==> src/rtl/mycpu_pkg.sv <==
// Shared constants for the 16-bit mycpu core.
// Used by the instruction register, the decoder and the testbenches.
package mycpu_pkg;

  localparam int CLK_PERIOD = 10;
  localparam int DATA_WIDTH = 16;
  localparam int IA_WIDTH   = 12;
  localparam int IV_WIDTH   = 8;

  // Opcode occupies the top nibble of every instruction word.
  localparam int OPC_MSB = 15;
  localparam int OPC_LSB = 12;

endpackage

==> src/rtl/ir.sv <==
// Instruction register: captures the fetched word on il_in and presents
// raw, zero-extended address and sign-extended immediate views of it.
module ir
  import mycpu_pkg::*;
#(
  parameter int DW = DATA_WIDTH,
  parameter int AW = IA_WIDTH,
  parameter int VW = IV_WIDTH
) (
  input  logic          clk,
  input  logic          rst_n,
  input  logic          il_in,
  input  logic [DW-1:0] ins_in,
  output logic [DW-1:0] ins_out,
  output logic [DW-1:0] ia_out,
  output logic [DW-1:0] iv_out
);

  logic [DW-1:0] ir_r;

  // Capture the instruction word on a load strobe; hold otherwise.
  always_ff @(posedge clk or negedge rst_n) begin
    if (!rst_n) begin
      ir_r <= {DW{1'b0}};
    end else if (il_in) begin
      ir_r <= ins_in;
    end else begin
      ir_r <= ir_r;
    end
  end

  // Outputs depend only on the held register, never on ins_in or il_in.
  assign ins_out = ir_r;
  assign ia_out  = {{(DW-AW){1'b0}}, ir_r[AW-1:0]};
  assign iv_out  = {{(DW-VW){ir_r[VW-1]}}, ir_r[VW-1:0]};

endmodule

==> config.mk <==
export PLATFORM = sky130hd
export DESIGN_NAME = ir
export DESIGN_NICKNAME = d
export VERILOG_FILES = /design/src/rtl/mycpu_pkg.sv /design/src/rtl/ir.sv
export SDC_FILE = /design/constraint.sdc
export NUM_CORES = 1
export LEC_CHECK = 0
export BUFFER_PORTS_ARGS = -buffer_cell sky130_fd_sc_hd__buf_2
export CORE_ASPECT_RATIO = 1.25
export CORE_MARGIN = 8
export CORE_UTILIZATION = 42
export DETAILED_ROUTE_END_ITERATION = 8
export PLACE_DENSITY = 0.83
export SLEW_MARGIN = 15
export SYNTH_ARGS = -nofsm -noshare
export SYNTH_HDL_FRONTEND = slang
export SYNTH_SLANG_ARGS = --single-unit
==> constraint.sdc <==
create_clock -name clk -period 1.8 [get_ports clk]
set_input_delay 0.27 -clock clk [delete_from_list [all_inputs] [get_ports clk]]
set_output_delay 0.27 -clock clk [all_outputs]
set_load 0.01 [all_outputs]
==> run_results.csv, run 1 <==
group,metric,value,unit
detailed_routing,wire_per_inst,14.9,um
critical_path,slowest_delay,480,ps
timing,min_period_over_period,67.5,%
cells_and_area,largest_reg_flops,16,
synth,synthArstFlopShare,100,%
critical_path,crit_arrival,950,ps
synth,yosysSeqAreaShare,44.8,%
timing,fmax,0.823,GHz
cts,post_cts_resize_count,0,
critical_path,rr_startpoint,"ins_out[7]",
place,dp.cells,118,
power_and_ir_drop,max-vdd-ir-drop,518,uV
grt,grt_pass1_vias,578,
grt,globalRoute.totalOverflow,0,
detailed_routing,drtAntennaViolNets,0,
cells_and_area,final_cells,123,
grt,grt_usage,9.32,%
synth,syn-cell-area,893,um2
cts,cts_sinks,16,
floorplanning,io-pin-count,67,
run_status,run_status,"complete, no violations",
cells_and_area,area_delta_synth_final,13.6,%
place,dp_hpwl,1.53,mm
detailed_routing,drt_iter0_markers,3,
detailed_routing,routed_via_density,4.29,
cells_and_area,drive_gt1_share,79.6,%
floorplanning,die_h,67.6,um
synth,avgSynthCellArea,13.3,um2
synth,synth_cell_types,7,
synth,synth_area_leaders,"dfrtp_1 45%, buf_4 27%, mux2_4 17%",
floorplanning,dieArea,0.00387,mm2
min_path,holdPathEnd,"ins_out[8]",
detailed_routing,via_count,528,
power_and_ir_drop,leakagePower,0.576,nW
synth,yosysWarnings,0,
synth,synth.most_common_cell,"buf_4",
cts,cts_buffers,3,
critical_path,crit_type,"reg2out",
detailed_routing,first_pass_iters,2,
grt,antenna_found_initial,0,
synth,postSynthCellCount,67,
critical_path,reg2regPathDepth,1,
run,cap_violations,0,
cts,clk-insertion-delay-late,280,ps
cts,h-tree-depth,1,
critical_path,rrSetupSlack,930,ps
synth,synth_top_area_share,44.8,%
timing,rsz0062_at_grt,"no",
cells_and_area,fillCellCount,172,
critical_path,rr_endpoint,"ins_out[7]",
place,port-buffer-count,62,
cells_and_area,antenna_cells,0,
floorplanning,core,0.00200,mm2
critical_path,crit_slowest_cell,"dfrtp_1",
critical_path,endpoint_kind,"output pin",
grt,grt_max_degree,17,
critical_path,cp.required,1530,ps
critical_path,path_buf_inv,1,
timing,finalSetupViolCount,0,
floorplanning,row_count,18,
grt,grt_pass1_wl,2.75,mm
cts,cts_tree,"yes",
synth,synth_edf_count,0,
cells_and_area,finalNetCount,123,
detailed_routing,postRouteWirelength,1.83,mm
timing,drv_slew,0,
cts,clockRootBuffer,"clkbuf_4",
critical_path,path_cells,"buf_2",
synth,synth.top_cells.by_count,"32 x buf_4, 16 x dfrtp_1, 10 x mux2_4, 6 x mux2_2",
timing,min_period,1220,ps
critical_path,setup.worst_path.start_class,"flop",
detailed_routing,drcViolationCount,0,
floorplanning,start_util,44.6,%
synth,yosysTopAreaCell,"dfrtp_1",
timing,skew,0,ps
synth,synth-seq-cells,16,
cts,clk_pin_slew,90,ps
cts,cts_buffer_depth,2,
critical_path,crit_fanout,12,
timing,setup_tns,0,ps
timing,final-hold-violation-count,0,
critical_path,critical_path.top_delay_family,"flip-flops",
min_path,hp-class,"in2reg",
synth,synth_flop_cell,"dfrtp_1",
min_path,holdPathStages,2,
min_path,min_from,"ins_in[8]",
place,gp_congestion,0.680,
power_and_ir_drop,power.density,892,mW/mm2
floorplanning,die-width,57.3,um
per-layer routing:
metal	track usage (%)	wire length (um)	up-vias
met4	8.46	36	0
met5	0	0	-
li1	-	-	252
met2	16.7	1000	31
met3	2.85	196	2
met1	8.42	591	243
worst max-delay path by stage:
stage / startpoint / end / slack [ps] / cells past startpoint
after floorplan: ins_out[7] / ins_out[7] / 830 / 1
after global placement: il_in / ins_out[3] / 660 / 2
after detailed placement: il_in / ins_out[2] / 610 / 2
after CTS: ins_out[7] / ia_out[7] / 560 / 1
after global routing: ins_out[7] / iv_out[11] / 500 / 1
final: ins_out[7] / iv_out[15] / 580 / 1
logic make-up after synthesis:
family	after synthesis	share of synthesized area [%]
buffers and inverters	34	30.4
DFF	16	44.8
muxes	16	24.4
other	1	0.420
report_power, final:
group          total (W)  switching, W  internal, W
clock network   0.000233      0.000110     0.000123
logic           0.000248      0.000123     0.000125
registers       0.000424     0.0000290     0.000395
total           0.000905      0.000262     0.000643
metrics by stage:
stage               setup WS (ps)  utilization, %  hold slack [ps]  area, um2  total power (W)
floorplan                     831               -            -25.6        905         0.000648
CTS                           561            50.6              202       1010         0.000919
global placement              657            48.3              189        968         0.000677
finish                        585            50.6              211       1010         0.000905
global route                  501            50.6              191       1010         0.000961
detailed placement            608            48.3              199        968         0.000684
cell type report:
class	count	area [um2]	area share [%]
Clock buffer	4	36.3	3.58
Multi-Input combinational cell	20	233	22.9
Sequential cell	16	400	39.5
Tap cell	20	25.0	2.47
Timing Repair Buffer	63	320	31.6
what timing repair did:
item | 4_1_cts | 5_1_grt
setup endpoints to repair | 0 | 0
hold buffers | 1 | 0
setup buffers | 0 | 0
endpoints found under the hold margin | 16 | 0
placed cells by master (no fill, tap or decap):
master         synthesis  final
clkbuf_8               0      1
dfrtp_1               16     16
clkbuf_4               0      3
buf_2                  0     62
dlygate4sd3_1          0      1
mux2_2                 6      6
conb_1                 1      4
mux2_4                10     10
No activity file was read; power rests on OpenSTA's default activity.
==> run 2, diff against run 1 <==
--- a/config.mk
+++ b/config.mk
@@ -8,9 +8,9 @@
 export BUFFER_PORTS_ARGS = -buffer_cell sky130_fd_sc_hd__buf_2
 export CORE_ASPECT_RATIO = 1.25
 export CORE_MARGIN = 8
-export CORE_UTILIZATION = 42
+export CORE_UTILIZATION = 35
 export DETAILED_ROUTE_END_ITERATION = 8
-export PLACE_DENSITY = 0.83
+export PLACE_DENSITY = 0.74
 export SLEW_MARGIN = 15
 export SYNTH_ARGS = -nofsm -noshare
 export SYNTH_HDL_FRONTEND = slang
==> constraint.sdc (replaced) <==
create_clock -name clk -period 1.1 [get_ports clk]
set_input_delay 0.165 -clock clk [delete_from_list [all_inputs] [get_ports clk]]
set_output_delay 0.165 -clock clk [all_outputs]
set_load 0.01 [all_outputs]
==> run 2 against run 1 <==
  * Sequential share of layout area is 1.3 points lower
  * Critical path depth stayed put
  * Global-route usage is 0.73 points lower
  * Sequential power is 64% higher
  * Via count is 4.7% higher
  * Hold slack worse by 99 ps
  * Final cell count is 11% higher
  * Total power is 64% higher
  * Utilization is 7.3 points lower
  * Critical path type unchanged
  * Critical endpoint is now ins_out[7]
==> run_results.csv, run 2 (synthesis results as in run 1) <==
group,metric,value,unit
cells_and_area,finalNetCount,124,
detailed_routing,postRouteWirelength,1.87,mm
critical_path,slowest_delay,470,ps
critical_path,crit_type,"reg2out",
power_and_ir_drop,p_comb_share,27.8,%
place,gp_congestion,0.692,
place,place_area,0.00100,mm2
cts,cts_buffers,3,
min_path,hp-class,"in2reg",
critical_path,rr_endpoint,"ins_out[7]",
run,cap_violations,0,
critical_path,rr_startpoint,"ins_out[7]",
critical_path,reg2regPathDepth,1,
detailed_routing,first_pass_iters,4,
timing,fmax,0.935,GHz
timing,min_period,1070,ps
critical_path,path_buf_inv,1,
power_and_ir_drop,p_sw,0.000424,W
critical_path,endpoint_kind,"output pin",
grt,grt_max_degree,17,
critical_path,setup.worst_path.start_class,"flop",
critical_path,crit_slowest_cell,"dfrtp_2",
grt,antenna_found_initial,0,
grt,globalRoute.totalOverflow,0,
cells_and_area,antenna_cells,0,
grt,grt_usage,8.58,%
grt,grt_pass1_wl,2.89,mm
timing,drv_slew,0,
power_and_ir_drop,p_sw_share,28.6,%
cells_and_area,finalInstanceArea,0.00105,mm2
floorplanning,io-pin-count,67,
run_status,run_status,"complete, no violations",
timing,rsz0062_at_grt,"yes",
detailed_routing,wire_per_inst,13.7,um
floorplanning,row_count,20,
cells_and_area,final_common_cell,"buf_2",
grt,grt_pass1_vias,615,
floorplanning,dieArea,0.00444,mm2
cts,cts_setup_buffers,0,
critical_path,worst-path-stages,1,
timing,setup_ws,30.5,ps
cts,cts_sinks,16,
place,port-buffer-count,62,
cts,h-tree-depth,1,
place,dp_slack,186,ps
cells_and_area,final_util,43.4,%
power_and_ir_drop,internal-power,0.00106,W
power_and_ir_drop,seqPwrFrac,46.9,%
place,dp.cells,132,
critical_path,crit_fanout,12,
critical_path,cp.required,940,ps
critical_path,rrSetupSlack,250,ps
timing,final-hold-violation-count,0,
floorplanning,start_util,36.8,%
floorplanning,die_h,72.5,um
power_and_ir_drop,power.density,1410,mW/mm2
power_and_ir_drop,clkPwrFrac,25.3,%
power_and_ir_drop,max-vdd-ir-drop,652,uV
detailed_routing,drt_iter0_markers,12,
detailed_routing,via_count,553,
critical_path,critical_path.endpoint,"ins_out[7]",
timing,skew,0,ps
cells_and_area,mostFrequentLayoutCells,"62 x buf_2, 15 x dfrtp_1, 10 x mux2_4",
detailed_routing,drcViolationCount,0,
cts,clk-insertion-delay-late,280,ps
power_and_ir_drop,leakagePower,0.584,nW
cts,cts_tree,"yes",
cts,clk_pin_slew,90,ps
critical_path,crit_arrival,900,ps
critical_path,critical_path.top_delay_family,"flip-flops",
cells_and_area,drive_gt1_share,80.8,%
cells_and_area,final_cells,137,
timing,finalSetupViolCount,0,
floorplanning,die-width,61.2,um
critical_path,path_cells,"buf_2",
min_path,holdPathStages,2,
detailed_routing,drtAntennaViolNets,0,
critical_path,critPathLaunch,"ins_out[7]",
cts,cts_buffer_depth,2,
detailed_routing,routed_via_density,4.04,
timing,min_period_over_period,97.2,%
floorplanning,core,0.00243,mm2
cells_and_area,fillCellCount,244,
cells_and_area,area_delta_synth_final,17.8,%
cts,clockRootBuffer,"clkbuf_4",
cells_and_area,largest_reg_flops,16,
## run 2: how the worst min path moves through the flow
stage	from	end	slack, ps
finish	ins_in[8]	ins_out[8]	110
global route	ins_in[12]	ins_out[12]	100
CTS	ins_in[10]	ins_out[10]	100
detailed placement	rst_n	ins_out[2]	90
global placement	rst_n	ins_out[0]	80
floorplan	rst_n	ins_out[0]	-130
## run 2: final cells by class
type	count	area (um2)	share of cell area, %
well taps	33	41.3	3.92
flip-flops and latches	16	402	38.2
clock buffers	4	36.3	3.45
repair buffers	64	340	32.3
multi-input cells	20	233	22.1
## run 2: through the flow
stage | hold slack [ps] | setup TNS (ps) | power, W
floorplan | -131 | 0 | 0.00106
CTS | 102 | 0 | 0.00151
detailed placement | 93.9 | 0 | 0.00113
global placement | 84.3 | 0 | 0.00112
global route | 96.1 | -276 | 0.00157
finish | 112 | 0 | 0.00148
## run 2: what timing repair did
| item | CTS | global route |
|---|---|---|
| gates resized for setup | 1 | 0 |
| hold buffers | 1 | 0 |
| endpoints found under the setup margin | 11 | 11 |
| gates cloned | 0 | 0 |
| hold endpoints to repair | 16 | 0 |
## run 2: layer usage
| layer | share of wire [%] | track usage (%) |
|---|---|---|
| met5 | 0 | 0 |
| met4 | 1.4 | 5.71 |
| met3 | 13 | 1.95 |
| met2 | 51 | 14.5 |
| met1 | 34 | 9.02 |
## run 2: power by group through the flow
stage | combinational, W | clock, W | sequential [W]
floorplan | 0.000324 | 0 | 0.000736
global placement | 0.000415 | 0 | 0.000705
detailed placement | 0.000419 | 0 | 0.000708
CTS | 0.000423 | 0.000388 | 0.000699
global route | 0.000443 | 0.000416 | 0.000711
finish | 0.000412 | 0.000376 | 0.000696
==> run 3, diff against run 2 <==
--- a/config.mk
+++ b/config.mk
@@ -6,11 +6,14 @@
 export NUM_CORES = 1
 export LEC_CHECK = 0
 export BUFFER_PORTS_ARGS = -buffer_cell sky130_fd_sc_hd__buf_2
+export CELL_PAD_IN_SITES_DETAIL_PLACEMENT = 0
+export CELL_PAD_IN_SITES_GLOBAL_PLACEMENT = 1
 export CORE_ASPECT_RATIO = 1.25
 export CORE_MARGIN = 8
-export CORE_UTILIZATION = 35
+export CORE_UTILIZATION = 25
 export DETAILED_ROUTE_END_ITERATION = 8
-export PLACE_DENSITY = 0.74
+export GPL_TIMING_DRIVEN = 0
+export PLACE_DENSITY_LB_ADDON = 0.1
 export SLEW_MARGIN = 15
 export SYNTH_ARGS = -nofsm -noshare
 export SYNTH_HDL_FRONTEND = slang
==> run 3 against run 2 <==
  * The run now ends with negative setup slack left
  * Highest routed layer unchanged
  * Non-clock buffer count grew 34
  * Count of clock-buffer cells in the layout is 1 lower
  * Final cell count up 28%
  * Global-route usage fell by 0.90 points
==> run_results.csv, run 3 (synthesis results as in run 1) <==
group,metric,value,unit
timing,finalSetupViolCount,10,
floorplanning,io-pin-count,67,
cells_and_area,drive_gt1_share,86.1,%
cts,h-tree-depth,1,
cts,clk-insertion-delay-late,240,ps
cts,cts_buffers,3,
grt,grt_pass1_vias,715,
power_and_ir_drop,internal-power,0.00138,W
cts,clk_pin_slew,60,ps
cells_and_area,area_delta_synth_final,71.1,%
cells_and_area,antenna_cells,0,
power_and_ir_drop,p_sw,0.000492,W
detailed_routing,via_count,682,
cts,cts_tree,"yes",
floorplanning,row_count,24,
timing,min_period,1180,ps
detailed_routing,dr_wl_met2,1.32,mm
grt,grt_usage,7.68,%
floorplanning,start_util,25.9,%
timing,setup_tns,-724,ps
power_and_ir_drop,p_comb_share,40.0,%
cells_and_area,finalNetCount,158,
timing,skew,0,ps
timing,setup_ws,-82.9,ps
detailed_routing,wl_met1,825,um
critical_path,reg2regPathDepth,2,
run_status,violations,"negative setup slack",
detailed_routing,met3_length,174,um
cells_and_area,final_common_cell,"buf_6",
floorplanning,dieArea,0.00575,mm2
detailed_routing,wire_per_inst,13.3,um
timing,drv_slew,0,
grt,grt_pass1_wl,3.59,mm
cells_and_area,largest_reg_flops,16,
grt,globalRoute.totalOverflow,0,
place,port-buffer-count,61,
floorplanning,core,0.00345,mm2
detailed_routing,maxUsedRoutingLayer,"met4",
timing,rsz0062_at_grt,"yes",
place,dp_hpwl,1.75,mm
timing,whs,151,ps
detailed_routing,drt_iter0_markers,8,
critical_path,setup.worst_path.start_class,"flop",
power_and_ir_drop,power.density,1220,mW/mm2
detailed_routing,drtAntennaViolNets,0,
min_path,holdPathStages,2,
power_and_ir_drop,max-vdd-ir-drop,482,uV
critical_path,crit_arrival,1020,ps
power_and_ir_drop,seqPwrFrac,37.6,%
critical_path,cp.required,940,ps
detailed_routing,drcViolationCount,0,
cts,clockRootBuffer,"clkbuf_8",
run_status,run_status,"finished with violations",
critical_path,crit_fanout,6,
place,gp_congestion,0.592,
floorplanning,die-width,69.5,um
power_and_ir_drop,clkPwrFrac,22.4,%
timing,final-hold-violation-count,0,
cts,cts_sinks,16,
cells_and_area,fillCellCount,341,
detailed_routing,postRouteWirelength,2.33,mm
run,cap_violations,0,
power_and_ir_drop,power,0.00187,W
floorplanning,die_h,82.8,um
power_and_ir_drop,leakagePower,0.819,nW
critical_path,crit_type,"reg2out",
timing,fmax,0.845,GHz
grt,antenna_found_initial,0,
cells_and_area,mostFrequentLayoutCells,"40 x buf_6, 39 x buf_2, 17 x buf_4",
grt,grt_max_degree,17,
timing,min_period_over_period,108,%
cts,cts_buffer_depth,2,
detailed_routing,first_pass_iters,2,
detailed_routing,routed_via_density,3.88,
critical_path,endpoint_kind,"output pin",
power_and_ir_drop,p_sw_share,26.3,%
min_path,hp-class,"in2reg",
-- run 3: path summary, 6_finish.rpt --
path | start | endpoint | slack, ps
min in group asynchronous | rst_n | ins_out[2] | 400
worst max-delay path | ins_out[7] | iv_out[14] | -80
worst min register to register | ins_out[15] | ins_out[15] | 500
worst max register to register | ins_out[7] | ins_out[7] | 160
max in group asynchronous | rst_n | ins_out[4] | 400
worst min-delay path | ins_in[3] | ins_out[3] | 150
-- run 3: final cells by class --
type	instances	area, um2	share of cell area, %
Buffer	32	313	20.5
Multi-Input combinational cell	20	233	15.2
Clock buffer	3	41.3	2.70
Timing Repair Buffer	66	490	32.1
Tap cell	39	48.8	3.19
Sequential cell	16	403	26.4
-- run 3: repair_timing --
| action | CTS | global route |
|---|---|---|
| hold buffers | 1 | 0 |
| hold endpoints to repair | 16 | 0 |
| resized for setup | 1 | 42 |
| setup endpoints to repair | 11 | 24 |
| buffers inserted | 0 | 4 |
-- run 3: through the flow --
stage,util (%),worst slack [ps],std cells,cell area (um2)
after floorplan,-,197,70,905
after global placement,36.4,160,170,1260
after detailed placement,36.4,136,170,1260
after CTS,38.0,-80.2,174,1310
after global routing,44.3,-119,176,1530
final,44.3,-82.9,176,1530
-- run 3: power groups by stage --
stage,combinational (W),sequential [W],clock (W)
finish,0.000748,0.000701,0.000418
global route,0.000799,0.000713,0.000475
CTS,0.000578,0.000705,0.000450
detailed placement,0.000576,0.000712,0
global placement,0.000572,0.000708,0
floorplan,0.000324,0.000736,0
-- run 3: worst max-delay path: stages (launching register included) --
cell     delay, ps
dfrtp_2        420
buf_6          140
buf_6          110
buf_6          110
-- run 3: layer usage --
metal	track usage (%)	up-vias
met5	0	-
met4	3.93	0
met3	3.57	2
met2	14.1	31
met1	6.72	326
li1	-	323
